`src/rtl/cpu_params_pkg.sv`:
```
// Core-wide sizing parameters shared by the pipeline front end.
// Latency: n/a (constants only).
// Backpressure: n/a.
package cpu_params_pkg;

    // Width of every program-counter and fetch-address bus.
    localparam int PC_SZ = 32;

endpackage : cpu_params_pkg

```
`src/rtl/cpu_structs_pkg.sv`:
```
// Shared types for the fetch stage: FSM encoding and the fetch packet.
// Latency: n/a (types and pure functions only).
// Backpressure: n/a.
package cpu_structs_pkg;

    import cpu_params_pkg::*;

    // Fetch FSM encoding, kept as plain constants so older code can compare raw bits.
    typedef logic [1:0] FETCH_STATE_TYPE;

    localparam FETCH_STATE_TYPE ST_FETCH = 2'd0; // request outstanding / about to issue
    localparam FETCH_STATE_TYPE ST_FULL  = 2'd1; // packet held for decode
    localparam FETCH_STATE_TYPE ST_MIS   = 2'd2; // misaligned-target packet held

    // Packet handed from fetch to decode.
    typedef struct packed {
        logic [PC_SZ-1:0] pc;
        logic [31:0]      instr;
        logic             mis;
    } fet_pkt_t;

    function automatic fet_pkt_t make_pkt(input logic [PC_SZ-1:0] pc,
                                          input logic [31:0]      instr,
                                          input logic             mis);
        fet_pkt_t p;
        p.pc    = pc;
        p.instr = instr;
        p.mis   = mis;
        return p;
    endfunction

    // Sequential next fetch address; wraps modulo 2^PC_SZ by construction.
    function automatic logic [PC_SZ-1:0] pc_plus4(input logic [PC_SZ-1:0] pc);
        return pc + PC_SZ'(4);
    endfunction

endpackage : cpu_structs_pkg

```
`src/rtl/fetch_pc_gen.sv`:
```
// PC generator and instruction fetcher: one outstanding imem request, one packet to decode
// plus a one-entry skid. Latency: ack -> fet_valid_out next cycle; redirect -> flush next cycle.
// Backpressure: fet_ready_in low holds the packet; a prefetch that lands meanwhile goes to the
// skid and further requests stop until decode drains it.
//
// Ports:
//   clk_in, reset_n_in              clock, async active-low reset
//   br_valid_in/br_pc_in            EXE redirect (taken branch, JAL/JALR, xRET)
//   trap_valid_in/trap_pc_in        trap redirect, wins over EXE redirect
//   imem_req_out/imem_addr_out      instruction-memory request, address held until ack
//   imem_ack_in/imem_rdata_in       completion with same-cycle read data
//   fet_valid_out/fet_ready_in      packet handshake towards decode
//   fet_pc_out/fet_instr_out/fet_mis_out  packet fields
module fetch_pc_gen
    import cpu_params_pkg::*, cpu_structs_pkg::*;
#(
    parameter logic [PC_SZ-1:0] RESET_PC = 32'h0000_0000
) (
    input  logic             clk_in,
    input  logic             reset_n_in,
    input  logic             br_valid_in,
    input  logic [PC_SZ-1:0] br_pc_in,
    input  logic             trap_valid_in,
    input  logic [PC_SZ-1:0] trap_pc_in,
    output logic             imem_req_out,
    output logic [PC_SZ-1:0] imem_addr_out,
    input  logic             imem_ack_in,
    input  logic [31:0]      imem_rdata_in,
    output logic             fet_valid_out,
    input  logic             fet_ready_in,
    output logic [PC_SZ-1:0] fet_pc_out,
    output logic [31:0]      fet_instr_out,
    output logic             fet_mis_out
);

    FETCH_STATE_TYPE  state;
    logic [PC_SZ-1:0] pc;           // address of the current / next request
    logic [PC_SZ-1:0] kill_pc;      // target waiting for a killed request to retire
    logic             req_q;
    logic             kill_pending;
    logic             out_vld;
    fet_pkt_t         out_pkt;
    logic             skid_vld;
    fet_pkt_t         skid_pkt;

    logic             redir_vld;
    logic [PC_SZ-1:0] redir_tgt;
    logic             redir_mis;
    logic             ack_ok;
    logic             deliver;

    assign redir_vld = trap_valid_in | br_valid_in;
    assign redir_tgt = trap_valid_in ? trap_pc_in : br_pc_in;
    assign redir_mis = |redir_tgt[1:0];

    // Acks with no request in flight (e.g. a straggler from before reset) are ignored.
    assign ack_ok  = req_q & imem_ack_in;
    assign deliver = out_vld & fet_ready_in;

    always_ff @(posedge clk_in or negedge reset_n_in) begin
        if (!reset_n_in) begin
            state        <= ST_FETCH;
            pc           <= RESET_PC;
            kill_pc      <= RESET_PC;
            req_q        <= 1'b0;
            kill_pending <= 1'b0;
            out_vld      <= 1'b0;
            out_pkt      <= '0;
            skid_vld     <= 1'b0;
            skid_pkt     <= '0;
        end else if (redir_vld) begin
            // Flush whatever is queued for decode.
            skid_vld <= 1'b0;
            if (redir_mis) begin
                state   <= ST_MIS;
                out_vld <= 1'b1;
                out_pkt <= make_pkt(redir_tgt, 32'h0, 1'b1);
            end else begin
                state   <= ST_FETCH;
                out_vld <= 1'b0;
            end
            if (req_q && !imem_ack_in) begin
                // Keep the in-flight address stable; retire it, drop its data, then redirect.
                kill_pending <= 1'b1;
                kill_pc      <= redir_tgt;
            end else begin
                // Nothing in flight, or it completes right now and its data is dropped.
                kill_pending <= 1'b0;
                req_q        <= !redir_mis;
                if (!redir_mis) begin
                    pc <= redir_tgt;
                end
            end
        end else if (kill_pending) begin
            if (ack_ok) begin
                kill_pending <= 1'b0;
                if (state == ST_MIS) begin
                    req_q <= 1'b0;
                end else begin
                    req_q <= 1'b1;
                    pc    <= kill_pc;
                end
            end
            if (state == ST_MIS && deliver) begin
                out_vld <= 1'b0;
            end
        end else begin
            case (state)
                ST_FETCH: begin
                    if (!req_q) begin
                        req_q <= 1'b1;
                    end else if (ack_ok) begin
                        out_vld <= 1'b1;
                        out_pkt <= make_pkt(pc, imem_rdata_in, 1'b0);
                        state   <= ST_FULL;
                        pc      <= pc_plus4(pc);
                        // Prefetch only while decode looks able to keep up.
                        req_q   <= fet_ready_in;
                    end
                end
                ST_FULL: begin
                    if (ack_ok && deliver) begin
                        out_pkt <= make_pkt(pc, imem_rdata_in, 1'b0);
                        pc      <= pc_plus4(pc);
                        req_q   <= fet_ready_in;
                    end else if (ack_ok) begin
                        // Decode stalled under a prefetch: park it and stop requesting.
                        skid_vld <= 1'b1;
                        skid_pkt <= make_pkt(pc, imem_rdata_in, 1'b0);
                        pc       <= pc_plus4(pc);
                        req_q    <= 1'b0;
                    end else if (deliver) begin
                        if (skid_vld) begin
                            out_pkt  <= skid_pkt;
                            skid_vld <= 1'b0;
                        end else begin
                            out_vld <= 1'b0;
                            state   <= ST_FETCH;
                        end
                        // Either resumes fetching at pc or keeps an in-flight prefetch.
                        req_q <= 1'b1;
                    end
                end
                ST_MIS: begin
                    // Only a redirect leaves this state.
                    if (deliver) begin
                        out_vld <= 1'b0;
                    end
                end
                default: begin
                    state <= ST_FETCH;
                end
            endcase
        end
    end

    assign imem_req_out  = req_q;
    assign imem_addr_out = pc;
    assign fet_valid_out = out_vld;
    assign fet_pc_out    = out_pkt.pc;
    assign fet_instr_out = out_pkt.instr;
    assign fet_mis_out   = out_pkt.mis;

endmodule : fetch_pc_gen

```
`config.mk`:
```
export PLATFORM = sky130hd
export DESIGN_NAME = fetch_pc_gen
export DESIGN_NICKNAME = d
export VERILOG_FILES = /design/src/rtl/cpu_params_pkg.sv /design/src/rtl/cpu_structs_pkg.sv /design/src/rtl/fetch_pc_gen.sv
export SDC_FILE = /design/constraint.sdc
export NUM_CORES = 1
export LEC_CHECK = 0
export CAP_MARGIN = 5
export CELL_PAD_IN_SITES_DETAIL_PLACEMENT = 1
export CELL_PAD_IN_SITES_GLOBAL_PLACEMENT = 2
export CORE_UTILIZATION = 25
export CTS_CLUSTER_DIAMETER = 60
export DETAILED_ROUTE_END_ITERATION = 16
export PLACE_DENSITY_LB_ADDON = 0.25
export SLEW_MARGIN = 20
export SYNTH_ARGS = -nofsm -noshare
export SYNTH_HDL_FRONTEND = slang
export SYNTH_SLANG_ARGS = --single-unit
```
`constraint.sdc`:
```
create_clock -name clk_in -period 3.13 [get_ports clk_in]
set_input_delay 0.7825 -clock clk_in [delete_from_list [all_inputs] [get_ports clk_in]]
set_output_delay 0.7825 -clock clk_in [all_outputs]
set_load 0.01 [all_outputs]
```
==> results of run 1 <==
==> worst register-to-register path, stage by stage, from the launching register on <==
cell and delay (ns):
dfrtp_1 0.38, inv_1 0.10, ha_1 0.27, inv_1 0.06, o311ai_0 0.58, a21o_1 0.53
buf_4 0.27, nor4_1 0.07, a211o_1 0.27
==> cell usage in the layout, fill, tap and decap left out, types with 6 or more instances in the layout <==
cell type,count
a22o_1,8
inv_1,9
mux2i_1,65
nor4_1,10
nor3_1,8
and2_1,25
buf_12,12
o31ai_1,35
a21o_1,28
nand4_1,6
clkdlybuf4s50_1,198
nand2_1,157
a21oi_1,40
mux2_2,70
clkbuf_16,17
o21ai_0,86
buf_4,44
clkbuf_8,6
dfrtp_1,199
a31oi_1,14
a311oi_1,24
nand3_1,16
nor2_1,31
==> metal layers <==
metal  vias up  track usage, %  part of all wire (%)
li1       4036               -                     -
met1      4292            23.3                    47
met2       149            29.8                    49
met3        20            2.73                   3.1
met4         0            4.35                   1.2
met5         -               0                     0
==> where the power goes <==
group / internal, uW / total (uW) / leakage [uW] / switching, uW
combinational: 1550 / 3090 / 0.00320 / 1540
clock: 1200 / 2230 / 0.000272 / 1020
sequential: 3250 / 4000 / 0.00257 / 751
total: 6000 / 9310 / 0.00604 / 3320
==> layout make-up <==
cell class                      instances  area, um2
Fill cell                            4469      26200
Sequential cell                       199       4980
Multi-Input combinational cell        711       4750
Timing Repair Buffer                  256       2570
Tap cell                              525        657
Clock buffer                           25        505
Clock inverter                          6       66.3
Inverter                                9       33.8
==> cell families (layout without fill, tap and decap cells) <==
| logic type | Yosys count | after routing | share of synthesized area (%) |
|---|---|---|---|
| flip-flops | 199 | 199 | 49.3 |
| multiplexers | 135 | 135 | 14.3 |
| adder cells (fa/ha/maj) | 4 | 4 | 0.496 |
| AO/OA/AOI/OAI | 289 | 289 | 19.2 |
| AND/OR/NAND/NOR | 283 | 283 | 12.8 |
| buffers and inverters | 94 | 296 | 3.90 |
==> worst min path at each step <==
stage                      startpoint                end  cells past startpoint
floorplan                skid_pkt[47]       skid_pkt[47]                      2
global placement    fet_instr_out[11]  fet_instr_out[11]                      2
detailed placement     fet_pc_out[19]     fet_pc_out[19]                      1
CTS                        reset_n_in       skid_pkt[44]                      1
global route               reset_n_in      fet_pc_out[8]                      1
finish                     reset_n_in      fet_pc_out[8]                      1
==> stage by stage <==
stage	cell area [um2]	utilization [%]	hold slack, ns
after global placement	13000	32.7	0.459
final	13600	34.1	0.309
after global routing	13600	34.1	0.332
after CTS	13600	34.1	0.309
after detailed placement	13000	32.7	0.465
after floorplan	10100	-	0.450
==> state kept, by name (all words and copies together), names as in the netlist, named ones only <==
signal         flops
imem_addr_out     31
skid_pkt          64
fet_instr_out     32
kill_pending       1
kill_pc           32
skid_vld           1
state              2
fet_valid_out      1
fet_mis_out        1
fet_pc_out        32
imem_req_out       1
==> metrics.yaml, run 1 <==
grt:
  grt_max_degree: 99
  grt_usage_pct: 17.6
  antenna_found_initial: 0
  grt_first_pass_wirelength_um: 55400
  globalRouteOverflowTotal: 0
  grt_pass1_vias: 9115
synthesis:
  ys.warnings.count: 0
  syn_nets: 1110
  yosys-top-cells-count: "dfrtp_1, nand2_1, o21ai_0"
  seq_area_frac_synth_pct: 49.3
  synth_top_area_share_pct: 49.3
  synth_area_leaders: "dfrtp_1, mux2_2, mux2i_1"
  yosysTopAreaCell: "dfrtp_1"
  syn-cell-area_um2: 10100
  ys_types: 58
  synth-seq-cells: 199
  synthCells: 1004
  async_reset_ff_share_pct: 100
  avgSynthCellArea_um2: 10.1
  yosysMostFrequentCell: "dfrtp_1"
  synth_edf_count: 0
  ys.flop_type: "dfrtp_1"
sta:
  relSlewSlack_pct: 54.1
  clock_skew_ns: 0.0116
  hold_viol_final: 0
  rsz0062_at_grt: "no"
  setup_viol: 0
  fin_crit_sh_pct: 84.4
  setup_ws_ns: 0.489
  max_freq_ghz: 0.379
  tightest_slew_ns: 0.681
  setup_tns_ns: 0
  drv_slew: 0
  period_minus_slack_ns: 2.64
worst_setup_path:
  endpoint_kind: "flip-flop"
  r2r_cells: 8
  r2r-end: "imem_addr_out[26]"
  slowest_delay_ns: 0.50
  cp_data_arrival_time_ns: 2.95
  crit_chain: "clkdlybuf4s50_1 -> buf_4 -> or2_4 -> buf_4 -> o211ai_1 -> buf_12 -> buf_12 -> o31ai_1"
  cpLargestDelayFamily: "buffers and inverters"
  critPathKind: "in -> reg"
  crit_cells: 8
  critical_path_required_ns: 3.43
  cp_max_fo: 45
  crit_start: "br_valid_in"
  cp.buffers_inverters: 5
  start_kind: "input pin"
  endpoint: "fet_instr_out[6]"
  reg2reg_from: "state[0]"
  cpMaxStageDelayCell: "clkdlybuf4s50_1"
  reg2reg_slack_ns: 0.49
cts:
  cts_tree: "yes"
  clockBufferDepth: 2
  cts.sinks: 199
  cts_resized: 0
  insertion_delay_ns: 0.45
  path_clk_slew_ns: 0.07
  cts-root-buf: "clkbuf_16"
  cts_made_buffers: 17
  ctsHoldBuffers: 0
  postCtsSetupBuffers: 0
  htreeDepth: 4
floorplan:
  die-area_um2: 41200
  die_y_um: 203
  die_x_um: 203
  start_util_pct: 25.4
  core_area_um2: 39700
  ios: 201
  rows: 73
drt:
  finalWirelength_um: 35100
  wl_per_cell_um: 20.3
  viasPerCell: 4.91
  drt-initial-drc-count: 354
  drt-pass1-iter-count: 4
  num_vias: 8497
  drtAntennaViolNets: 0
  drcViolationCount: 0
place:
  dp_hpwl_um: 24700
  gp_congestion: 0.776
  portBuffers: 200
  place_ws_ns: 0.0206
  dp_cells: 1700
power:
  irDropWorstVdd_uv: 341
  power.total_uw: 9310
  leakage_uw: 0.00604
  power_density_nw_per_um2: 687
cells_and_area:
  num-nets-final: 1300
  fin_cells: 1731
  layout-drive-gt1-share_pct: 14.5
  antenna_cells: 0
  synthToLayoutAreaGrowth_pct: 34.3
run_status:
  status: "complete, no violations"
job:
  cap_viol_max_count: 0
hold_path:
  hp-class: "in -> async"
(Power assumes the default switching activity.)
==> run 2: changes to the inputs <==
==> constraint.sdc (replaced) <==
create_clock -name clk_in -period 2.57 [get_ports clk_in]
set_input_delay 0.6425 -clock clk_in [delete_from_list [all_inputs] [get_ports clk_in]]
set_output_delay 0.6425 -clock clk_in [all_outputs]
set_load 0.01 [all_outputs]
==> run 2 against run 1 <==
Effect of this change:
- flip-flop and latch count is the same
- combinational power grew 39%
- first-iteration DRC count shrank 29%
- wire length grew 0.87%
- highest routed layer unchanged
==> metrics.yaml, run 2 (synthesized netlist as in run 1, its figures left out) <==
cells_and_area:
  final_core_util_pct: 36.0
  final_cell_mix: "dfrtp_1, clkdlybuf4s50_1, nand2_1, buf_4, o21ai_0"
  antenna_cells: 0
  final_common_cell: "dfrtp_1"
  layout-drive-gt1-share_pct: 19.8
  largest_reg_flops: 64
  num-nets-final: 1374
  synthToLayoutAreaGrowth_pct: 41.7
  regMostFlops: "skid_pkt"
cts:
  cts_tree: "yes"
  postCtsSetupBuffers: 0
  ctsHoldBuffers: 0
  htreeDepth: 4
  insertion_delay_ns: 0.45
  path_clk_slew_ns: 0.08
  cts.sinks: 199
  cts-root-buf: "clkbuf_16"
  clockBufferDepth: 2
  cts_made_buffers: 17
  cts_resized: 0
worst_setup_path:
  cp_data_arrival_time_ns: 2.73
  critical_path_required_ns: 2.91
  path_common_cell: "inv_1"
  cp_max_fo: 7
  critPathKind: "reg -> reg"
  endpoint_kind: "flip-flop"
  start_kind: "flip-flop"
  crit_chain: "inv_1 -> ha_1 -> inv_1 -> o311ai_0 -> a21o_1 -> buf_4 -> nor4_1 -> a211o_1"
  cpMaxStageDelayCell: "o311ai_0"
  slowest_delay_ns: 0.57
run_status:
  status: "complete, no violations"
power:
  intPower_uw: 7980
  irDropWorstVdd_uv: 374
  power_switching_uw: 4160
  leakage_uw: 0.00648
  pwr-share-clk_pct: 26.3
  combPwrFrac_pct: 35.4
  p_sw_share_pct: 34.3
  power_density_nw_per_um2: 849
  power.total_uw: 12100
  seq_power_share_pct: 38.3
sta:
  clock_skew_ns: 0.0112
  period_minus_slack_ns: 2.39
  hold_viol_final: 0
  fin_crit_sh_pct: 92.8
  setup_viol: 0
  rsz0062_at_grt: "no"
  tightest_slew_ns: 0.671
  drv_slew: 0
  setup_ws_ns: 0.185
  max_freq_ghz: 0.419
  relSlewSlack_pct: 54.7
  setup_tns_ns: 0
drt:
  finalWirelength_um: 35400
  viasPerCell: 4.83
  drtAntennaViolNets: 0
  num_vias: 8725
  drt-initial-drc-count: 252
  drcViolationCount: 0
  wl_per_cell_um: 19.6
  drt-pass1-iter-count: 4
job:
  cap_viol_max_count: 0
floorplan:
  ios: 201
  rows: 73
  die_y_um: 203
  die_x_um: 203
  die-area_um2: 41200
  core_area_um2: 39700
  start_util_pct: 25.4
grt:
  antenna_found_initial: 0
  grt_first_pass_wirelength_um: 55900
  grt_usage_pct: 17.7
  globalRouteOverflowTotal: 0
  grt_pass1_vias: 9341
  grt_max_degree: 51
place:
  gp_congestion: 0.749
  place_ws_ns: -0.252
  portBuffers: 200
  dp_hpwl_um: 25900
hold_path:
  hp-class: "in -> async"
## run 2: final timing paths
| kind | from | to | slack (ns) | cells after the start |
|---|---|---|---|---|
| max | state[0] | imem_addr_out[26] | 0.18 | 8 |
| min | reset_n_in | fet_pc_out[9] | 0.15 | 1 |
| max reg2reg | state[0] | imem_addr_out[26] | 0.18 | 8 |
| min reg2reg | fet_pc_out[25] | fet_pc_out[25] | 0.48 | 1 |
| max in group asynchronous | reset_n_in | skid_pkt[25] | 1.66 | 2 |
| min in group clk_in | fet_pc_out[25] | fet_pc_out[25] | 0.48 | 1 |
## run 2: routing by layer
metal	track usage, %	up-vias	share of wire [%]
met2	29.4	152	47
met1	23.7	4356	48
met4	5.42	0	2.0
met5	0	-	0
li1	-	4187	-
met3	2.52	30	2.8
## run 2: power groups by stage
stage,clock (uW),sequential [uW],combinational (uW)
floorplan,0,4800,1700
global placement,0,4700,4310
detailed placement,0,4720,4370
CTS,3290,4670,4390
global route,3390,4790,4720
finish,3190,4660,4300
## run 2: cell type report
cell class,instances,area [um2]
sequential,199,4980
fill,4454,25400
clock inverter,14,244
inverter,9,33.8
tap,525,657
clock buffer,18,439
timing repair buffer,330,3200
multi-input combinational,711,4750
## run 2: stage by stage
stage / instances / hold slack [ns] / cell area [um2]
final: 1806 / 0.150 / 14300
after global routing: 1806 / 0.170 / 14300
after CTS: 1806 / 0.158 / 14300
after detailed placement: 1774 / 0.465 / 13600
after global placement: 1774 / 0.459 / 13600
after floorplan: 1004 / 0.347 / 10100
## run 2: worst max-delay path: cells and delay by family (launching register included)
family                   cells  cell delay (ns)
flip-flops                   1             0.39
AND/OR/NAND/NOR              1             0.06
buffers and inverters        3             0.38
adder cells (fa/ha/maj)      1             0.19
AO/OA/AOI/OAI                3             1.26
==> run 3: changes to the inputs <==
--- a/config.mk
+++ b/config.mk
@@ -12,6 +12,7 @@
 export CTS_CLUSTER_DIAMETER = 60
 export DETAILED_ROUTE_END_ITERATION = 16
 export PLACE_DENSITY_LB_ADDON = 0.25
+export SKIP_CTS_REPAIR_TIMING = 1
 export SLEW_MARGIN = 20
 export SYNTH_ARGS = -nofsm -noshare
 export SYNTH_HDL_FRONTEND = slang
==> results of run 3 <==
Final layout, timing and power as in run 2 (identical DEF).
